**src/rtl/bcd_pkg.sv**
```systemverilog
// bcd_pkg
// Shared types and constants for the BCD scan driver and its add-3 helper.
//   CODE_DASH   : decoder code rendered as a minus sign
//   CODE_BLANK  : decoder code rendered as an unlit digit
//   state_t     : conversion FSM states
//   bcd_digit_t : one BCD nibble
package bcd_pkg;

  typedef logic [3:0] bcd_digit_t;

  localparam bcd_digit_t CODE_DASH  = 4'd10;
  localparam bcd_digit_t CODE_BLANK = 4'd11;

  typedef enum logic [1:0] {
    IDLE,
    CONV,
    LATCH
  } state_t;

endpackage

```
**src/rtl/dd_add3.sv**
```systemverilog
// dd_add3
// Double-dabble correction step for one BCD nibble: a nibble of 5 or more
// gets 3 added so that the following left shift carries correctly into the
// next decimal digit.
// Ports:
//   din  : nibble before correction
//   dout : nibble after correction
module dd_add3
  import bcd_pkg::*;
(
  input  bcd_digit_t din,
  output bcd_digit_t dout
);

  // Nibbles 5..9 become 8..12 so that doubling them produces a decimal carry.
  always_comb begin
    dout = din;
    if (din >= 4'd5) dout = din + 4'd3;
  end

endmodule

```
**src/rtl/bcd_scan_driver.sv**
```systemverilog
// bcd_scan_driver
// Converts a signed two's-complement value to BCD with a sequential
// double-dabble engine (one input bit per clock) and time-multiplexes the
// result across NDIG common-anode digits feeding a BCD-to-7-segment decoder.
// Optional feature macro: BCDSCAN_LZB_EN
//   defined   : leading-zero blanking with a floating minus sign
//   undefined : fixed-width digits, sign (or blank) in the top position
// Ports:
//   clk   : system clock
//   rst   : synchronous active-high reset
//   value : signed value to display (WIDTH bits)
//   load  : strobe, accepted only while busy is low
//   busy  : conversion in progress
//   done  : one-cycle pulse in the cycle the new value is latched
//   bcd   : decoder code (0-9 digit, 10 dash, 11 blank), registered
//   an    : active-low anode enables, exactly one low, registered
module bcd_scan_driver
  import bcd_pkg::*;
#(
  parameter int WIDTH    = 8,
  parameter int NDIG     = 4,
  parameter int SCAN_DIV = 50000
) (
  input  logic             clk,
  input  logic             rst,
  input  logic [WIDTH-1:0] value,
  input  logic             load,
  output logic             busy,
  output logic             done,
  output logic [3:0]       bcd,
  output logic [NDIG-1:0]  an
);

  // The top digit position is reserved for the sign in fixed-width mode and
  // is never needed for magnitude digits, so NDIG-1 BCD nibbles suffice.
  localparam int NBCD = NDIG - 1;
  localparam int SRW  = 4 * NBCD;
  localparam int CW   = $clog2(WIDTH + 1);
  localparam int PW   = $clog2(SCAN_DIV);
  localparam int IW   = (NDIG > 1) ? $clog2(NDIG) : 1;

  state_t           state;
  logic [CW-1:0]    iter;
  logic [WIDTH-1:0] mag;
  logic [SRW-1:0]   bcd_sr;
  logic [SRW-1:0]   bcd_adj;
  logic             conv_sign;
  logic [SRW-1:0]   disp_digits;
  logic             disp_sign;
  logic [PW-1:0]    prescale;
  logic [IW-1:0]    scan_idx;
  logic [WIDTH-1:0] load_mag;
  logic [4*NDIG-1:0] disp_pad;
  bcd_digit_t       cur_digit;
  bcd_digit_t       slot_code;

  // Magnitude is kept at full WIDTH so the most negative input (-2^(WIDTH-1))
  // maps to its correct unsigned magnitude.
  assign load_mag = value[WIDTH-1] ? ((~value) + {{(WIDTH-1){1'b0}}, 1'b1}) : value;

  // One add-3 corrector per BCD nibble, applied before every shift.
  for (genvar g = 0; g < NBCD; g++) begin : g_add3
    dd_add3 u_add3 (
      .din  (bcd_sr[4*g +: 4]),
      .dout (bcd_adj[4*g +: 4])
    );
  end

  // Conversion FSM. done is raised on the transition into LATCH so that it is
  // high exactly during the LATCH cycle; the display registers update at the
  // end of that cycle, so the old contents stay visible until then.
  always_ff @(posedge clk) begin
    if (rst) begin
      state       <= IDLE;
      busy        <= 1'b0;
      done        <= 1'b0;
      iter        <= '0;
      mag         <= '0;
      bcd_sr      <= '0;
      conv_sign   <= 1'b0;
      disp_digits <= '0;
      disp_sign   <= 1'b0;
    end else begin
      done <= 1'b0;
      unique case (state)
        IDLE: begin
          if (load) begin
            // A zero magnitude never carries a sign.
            conv_sign <= value[WIDTH-1] & (|load_mag);
            mag       <= load_mag;
            bcd_sr    <= '0;
            iter      <= '0;
            busy      <= 1'b1;
            state     <= CONV;
          end
        end
        CONV: begin
          // The corrected nibbles shift left taking in the magnitude MSB; the
          // carry out of the top nibble is always zero given the sizing.
          bcd_sr <= SRW'({bcd_adj, mag[WIDTH-1]});
          mag    <= mag << 1;
          if (iter == CW'(WIDTH - 1)) begin
            state <= LATCH;
            done  <= 1'b1;
          end else begin
            iter <= iter + 1'b1;
          end
        end
        LATCH: begin
          disp_digits <= bcd_sr;
          disp_sign   <= conv_sign;
          busy        <= 1'b0;
          state       <= IDLE;
        end
        default: state <= IDLE;
      endcase
    end
  end

  // Free-running scan prescaler; each wrap advances to the next digit slot.
  always_ff @(posedge clk) begin
    if (rst) begin
      prescale <= '0;
      scan_idx <= '0;
    end else if (prescale == PW'(SCAN_DIV - 1)) begin
      prescale <= '0;
      scan_idx <= (scan_idx == IW'(NDIG - 1)) ? '0 : scan_idx + 1'b1;
    end else begin
      prescale <= prescale + 1'b1;
    end
  end

  // A zero nibble pads the digit vector so the current slot can always be
  // selected, including the top (sign-only) position.
  assign disp_pad  = {4'd0, disp_digits};
  assign cur_digit = disp_pad[{scan_idx, 2'b00} +: 4];

`ifdef BCDSCAN_LZB_EN
  logic [IW-1:0] msd;

  // msd is the highest non-zero digit position; position 0 is always shown,
  // and the dash floats to the slot just above msd.
  always_comb begin
    msd = '0;
    for (int p = 1; p < NBCD; p++) begin
      if (disp_digits[4*p +: 4] != 4'd0) msd = IW'(p);
    end
    slot_code = CODE_BLANK;
    if (scan_idx <= msd) slot_code = cur_digit;
    else if (disp_sign && (scan_idx == msd + IW'(1))) slot_code = CODE_DASH;
  end
`else
  // Fixed width: every lower position shows its digit (leading zeros kept),
  // the top position carries only the sign.
  always_comb begin
    slot_code = cur_digit;
    if (scan_idx == IW'(NDIG - 1)) slot_code = disp_sign ? CODE_DASH : CODE_BLANK;
  end
`endif

  // Registered outputs to the decoder and anode drivers.
  always_ff @(posedge clk) begin
    if (rst) begin
      an  <= '1;
      bcd <= CODE_BLANK;
    end else begin
      an  <= ~(NDIG'(1) << scan_idx);
      bcd <= slot_code;
    end
  end

endmodule

```
**config.mk**
```make
export PLATFORM = sky130hd
export DESIGN_NAME = bcd_scan_driver
export DESIGN_NICKNAME = d
export VERILOG_FILES = /design/src/rtl/bcd_pkg.sv /design/src/rtl/dd_add3.sv /design/src/rtl/bcd_scan_driver.sv
export SDC_FILE = /design/constraint.sdc
export NUM_CORES = 1
export LEC_CHECK = 0
export CAP_MARGIN = 10
export CORE_ASPECT_RATIO = 2
export CORE_MARGIN = 1
export CORE_UTILIZATION = 45
export CTS_CLUSTER_SIZE = 30
export DETAILED_ROUTE_END_ITERATION = 8
export GPL_ROUTABILITY_DRIVEN = 0
export PLACE_DENSITY = 0.69
export SYNTH_ARGS = -nofsm -noshare
export SYNTH_HDL_FRONTEND = slang
export SYNTH_HIERARCHICAL = 1
export SYNTH_SLANG_ARGS = --single-unit
```
**constraint.sdc**
```tcl
create_clock -name clk -period 5.3 [get_ports clk]
set_input_delay 1.06 -clock clk [delete_from_list [all_inputs] [get_ports clk]]
set_output_delay 1.06 -clock clk [all_outputs]
set_load 0.1 [all_outputs]
```
==> results of run 1 <==
flip-flops by register name, indices dropped and copies added, names as in the netlist:
signal       cells
an               4
bcd              4
bcd_sr          12
busy             1
conv_sign        1
disp_digits     12
disp_sign        1
done             1
iter             4
mag              8
prescale        16
scan_idx         2
state            2
area by class of cell:
cell class / count / area [sq um] / share of cell area [%]
flip-flops and latches: 68 / 1360 / 36.5
well taps: 88 / 110 / 2.95
clock inverters: 4 / 47.5 / 1.28
repair buffers: 22 / 215 / 5.77
clock buffers: 12 / 256 / 6.88
multi-input cells: 260 / 1680 / 45.1
inverters: 15 / 56.3 / 1.51
per-layer routing:
metal	GRT usage, %	wire, microns	share of wire [%]	up-vias
li1	-	-	-	1288
met3	4.81	154	2.4	9
met5	0	0	0	-
met1	20.4	2510	40	1167
met4	10.1	149	2.3	0
met2	35.7	3540	56	27
how the worst max path moves through the flow:
| stage | to | slack (ns) | cells past startpoint |
|---|---|---|---|
| final | mag[4] | 2.42 | 7 |
| after CTS | mag[4] | 2.42 | 7 |
| after detailed placement | mag[4] | 2.08 | 7 |
| after global routing | mag[4] | 2.20 | 7 |
| after global placement | mag[4] | 2.17 | 7 |
| after floorplan | mag[4] | 2.75 | 6 |
where the power goes:
part | switching [mW] | leakage, nW | internal (mW) | total (mW)
Combinational | 0.0522 | 0.663 | 0.0304 | 0.0826
Sequential | 0.00794 | 0.552 | 0.522 | 0.530
Clock | 0.206 | 0.149 | 0.388 | 0.594
Total | 0.267 | 1.36 | 0.940 | 1.21
per-stage QoR:
stage,utilization (%),cell area (sq um),power [mW],setup slack [ns],cells
floorplan,-,3160,0.597,2.75,356
global placement,51.3,3420,0.622,2.17,453
detailed placement,51.3,3420,0.624,2.08,453
CTS,55.9,3730,1.22,2.42,469
global route,55.9,3730,1.25,2.20,469
finish,55.9,3730,1.21,2.42,469
worst register-to-register path, cell delays in order, from the launching register on:
cell,delay [ns]
dfxtp_1,0.54
o21ba_2,0.26
nor2_1,0.65
a22o_1,0.24
==> flow_summary_export.csv, run 1 <==
group,metric,value,unit
critical_path,r2r-start,"state[1]",
sta,timing.final.crit_period,2.88,ns
sta,drv_slew,0,
sta,finalClockSkew,0.00624,ns
floorplanning,dieHeight,120,microns
clock_network,ctsHoldBuffers,0,
synthesis,synth_cells,356,
critical_path,cp-end-kind,"register",
route,avgRoutedWirePerCell,13.6,microns
critical_path,slowest_stage,"or3b_2",
global_route,grt_pass1_wl,10900,microns
sta,rsz0062_at_grt,"false",
layout,fill_cells,644,
floorplanning,fp-row-count,42,
power_and_ir_drop,p_leak,1.36,nW
floorplanning,die-area,7370,sq um
global_route,grt_overflow_total,0,
floorplanning,die-width,61.2,microns
critical_path,r2r_setup_slack,3.56,ns
layout,drive_gt1_share,8.40,%
critical_path,path_cells,"clkdlybuf4s50_1 > inv_1 > ha_1 > or3b_2 > a211oi_1 > a2bb2oi_1 > o221a_2",
critical_path,path_buf_inv,2,
layout,layout_common_cells,"68 x dfxtp_1, 52 x nand2_1, 37 x nor2_1",
clock_network,worst_skew_pair.late_latency,0.33,ns
global_route,track_usage,20.0,%
hold_path,min_from,"disp_digits[10]",
critical_path,crit_start,"value[0]",
placed_design,place_hpwl,4660,microns
critical_path,r2r_end,"bcd_sr[5]",
route,wl,6360,microns
clock_network,ctsResizeCount,0,
clock_network,numCtsBuffers,9,
placed_design,io_buffers,20,
power_and_ir_drop,power_density,324,nW/um^2
flow_run,drv_cap,0,
layout,syn_to_final_growth,18.2,%
sta,max_freq,0.348,GHz
critical_path,path_class,"primary input to register",
clock_network,numClockSinks,68,
clock_network,clk_path_buf_depth,2,
global_route,grt_pass1_vias,2485,
route,routed-via-count,2491,
floorplanning,ios,21,
sta,timing.slew.headroom,34.6,%
layout,final_common_cell,"dfxtp_1",
critical_path,critPathLaunchType,"primary input",
route,route.detailed.drc,0,
global_route,antenna_found_initial,0,
route,ant_nets,0,
global_route,grt_max_degree,38,
critical_path,rr_worst_depth,3,
clock_network,clk_transition_reported_paths,0.05,ns
route,drt-pass1-iter-count,4,
clock_network,ctsHtreeMaxLevel,3,
floorplanning,core_area,6670,sq um
sta,finalSetupViolations,0,
hold_path,min_to,"disp_digits[10]",
critical_path,cp_top_family,"compound AO/OA/AOI/OAI gates",
outcome,status,"complete, no violations",
critical_path,arrival,3.09,ns
sta,fin_crit_sh,54.3,%
critical_path,cp_max_fo,6,
sta,tightest_slew,0.978,ns
layout,nets,400,
sta,hold_violations,0,
floorplanning,start_util,47.3,%
route,viasPerCell,5.31,
layout,antenna-diode-count,0,
synthesis,syn_avg_cell_area,8.86,sq um
power_and_ir_drop,peakVddDrop,0.144,mV
route,dr.first_iter.drc_count,140,
clock_network,cts_tree,"yes",
clock_network,cts_root_buf,"clkbuf_16",
clock_network,cts_setup_buffers,0,
synthesis,syn_nets,380,
sta,fin_hold_ws,0.452,ns
synthesis,syn_area,3160,sq um
critical_path,crit_required,5.52,ns
critical_path,slowest_delay,0.48,ns
hold_path,hp-class,"register to register",
synthesis,ys_warn_count,6,
hold_path,hold_depth,2,
sta,finalSetupTns,0,ns
(Power assumes the default switching activity.)
==> inputs of run 2 (changes only) <==
PLACE_DENSITY = 0.72   (was 0.69)
clock period = 2.55 ns   (was 5.3 ns; I/O delays follow)
==> run 2 against run 1 <==
Cell count is 1.3% higher. Total power is 99% higher. Die area stayed put. Sequential power is 110% higher. Setup slack worse by 2.1 ns. Combinational power is 120% higher. Largest cell class unchanged. Via count is 2.8% higher. Sequential share of layout area is 0.061 points higher. Critical path depth stayed put. Wire length is 3.2% higher. First-iteration DRC count is 42% lower. Non-clock buffer count is 7 higher.
==> flow_summary_export.csv, run 2 (same netlist as run 1, synthesis figures left out) <==
group,metric,value,unit
outcome,status,"complete, no violations",
route,routed-via-count,2560,
route,dr.first_iter.drc_count,81,
placed_design,placed_area,3450,sq um
power_and_ir_drop,power_density,646,nW/um^2
route,avgRoutedWirePerCell,13.8,microns
sta,fin_crit_sh,85.4,%
clock_network,ctsResizeCount,0,
route,wl,6560,microns
power_and_ir_drop,intPower,1.86,mW
critical_path,r2r_end,"bcd_sr[5]",
critical_path,crit_required,2.77,ns
route,viasPerCell,5.39,
power_and_ir_drop,p_switching,0.548,mW
floorplanning,core_area,6670,sq um
sta,hold_violations,0,
global_route,track_usage,19.9,%
placed_design,place_hpwl,4700,microns
sta,max_freq,0.459,GHz
placed_design,dpl.cell_count,460,
floorplanning,dieHeight,120,microns
route,route.detailed.drc,0,
clock_network,worst_skew_pair.late_latency,0.33,ns
sta,setup_ws,0.373,ns
layout,stdcell_count,475,
critical_path,critPathLaunchType,"primary input",
placed_design,io_buffers,20,
layout,nets,407,
sta,finalSetupViolations,0,
layout,fin_area,3720,sq um
route,drt-pass1-iter-count,4,
flow_run,drv_cap,0,
sta,finalSetupTns,0,ns
floorplanning,die-width,61.2,microns
clock_network,cts_tree,"yes",
layout,syn_to_final_growth,18.0,%
sta,timing.final.crit_period,2.18,ns
global_route,grt_max_degree,19,
critical_path,cp_max_fo,3,
global_route,grt_overflow_total,0,
power_and_ir_drop,p_leak,1.39,nW
global_route,grt_pass1_wl,10900,microns
floorplanning,fp-row-count,42,
layout,top_register,"prescale",
sta,rsz0062_at_grt,"false",
layout,largest_reg_flops,16,
layout,antenna-diode-count,0,
power_and_ir_drop,swShare,22.8,%
layout,final_common_cell,"dfxtp_1",
power_and_ir_drop,power_frac_clock,46.6,%
route,ant_nets,0,
power_and_ir_drop,power_frac_seq,45.8,%
clock_network,clk_path_buf_depth,2,
placed_design,post-place-ws,0.0447,ns
power_and_ir_drop,combinationalPowerShare,7.5,%
clock_network,numClockSinks,68,
layout,drive_gt1_share,12.1,%
clock_network,clk_transition_reported_paths,0.05,ns
critical_path,cp-endpoint,"mag[4]",
layout,reg_top3,"prescale x16, bcd_sr x12, disp_digits x12",
critical_path,arrival,2.40,ns
layout,layout_common_cells,"68 x dfxtp_1, 52 x nand2_1, 37 x nor2_1",
sta,drv_slew,0,
hold_path,hp-class,"register to register",
clock_network,numCtsBuffers,9,
clock_network,cts_root_buf,"clkbuf_16",
sta,tightest_slew,0.877,ns
clock_network,cts_setup_buffers,0,
floorplanning,die-area,7370,sq um
clock_network,ctsHtreeMaxLevel,3,
critical_path,r2r-start,"state[1]",
critical_path,path_class,"primary input to register",
critical_path,crit_start,"value[1]",
power_and_ir_drop,peakVddDrop,0.298,mV
critical_path,r2r_setup_slack,0.72,ns
sta,timing.slew.headroom,41.3,%
clock_network,ctsHoldBuffers,0,
global_route,grt_pass1_vias,2564,
critical_path,rr_worst_depth,3,
floorplanning,ios,21,
layout,fill_cells,649,
global_route,antenna_found_initial,0,
floorplanning,start_util,47.3,%
critical_path,cp-end-kind,"register",
sta,finalClockSkew,0.00432,ns
run 2: cell types whose count changed in the layout (fill, tap and decap cells not counted):
| cell | previous run | this run |
|---|---|---|
| buf_4 | 2 | 19 |
| clkdlybuf4s50_1 | 20 | 10 |
| bufinv_16 | 1 | 0 |
| clkbuf_1 | 1 | 2 |
| clkinvlp_4 | 1 | 0 |
run 2: power by group through the flow:
stage          sequential [mW]  clock, mW  combinational (mW)
2_1_floorplan             1.15          0              0.0895
3_3_place_gp              1.12          0               0.178
3_5_place_dp              1.12          0               0.181
4_1_cts                   1.10       1.15               0.182
5_1_grt                   1.10       1.18               0.197
6_report                  1.10       1.12               0.181
run 2: layer usage:
metal	routed length (microns)	vias to the layer above	GRT usage (%)
met4	123	0	10.4
li1	-	1303	-
met3	164	8	5.13
met1	2690	1217	20.6
met2	3590	32	34.6
met5	0	-	0
run 2: final cells by class:
type                            count  area (sq um)  area share, %
Clock buffer                       13           260           6.99
Clock inverter                      2          10.0          0.269
Inverter                           15          56.3           1.51
Multi-Input combinational cell    260          1680           45.2
Sequential cell                    68          1360           36.6
Tap cell                           88           110           2.96
Timing Repair Buffer               29           243           6.52
run 2: per-stage QoR:
stage | utilization, % | total power [mW] | hold WS, ns
floorplan | - | 1.24 | 0.425
global placement | 51.7 | 1.30 | 0.442
detailed placement | 51.7 | 1.30 | 0.443
CTS | 55.8 | 2.43 | 0.450
global route | 55.8 | 2.48 | 0.473
finish | 55.8 | 2.40 | 0.450
run 2: worst min path at each step:
stage | startpoint | end | cells past startpoint
6_report | disp_digits[8] | disp_digits[8] | 2
5_1_grt | disp_digits[5] | disp_digits[5] | 2
4_1_cts | disp_digits[8] | disp_digits[8] | 2
3_5_place_dp | disp_digits[8] | disp_digits[8] | 2
3_3_place_gp | disp_digits[8] | disp_digits[8] | 2
2_1_floorplan | mag[0] | mag[1] | 2
run 2: critical path, stage by stage:
cell and delay [ns]:
clkdlybuf4s50_1 0.44, inv_1 0.08, ha_1 0.16, or3b_2 0.47
a211oi_1 0.38, a2bb2oi_1 0.12, o221a_2 0.25
==> inputs of run 3 (changes only) <==
ABC_CLOCK_PERIOD_IN_PS = 2550   (was not set)
CTS_CLUSTER_SIZE = 25   (was 30)
==> results of run 3 <==
The final DEF is identical to that of run 2; final timing and power are the same.
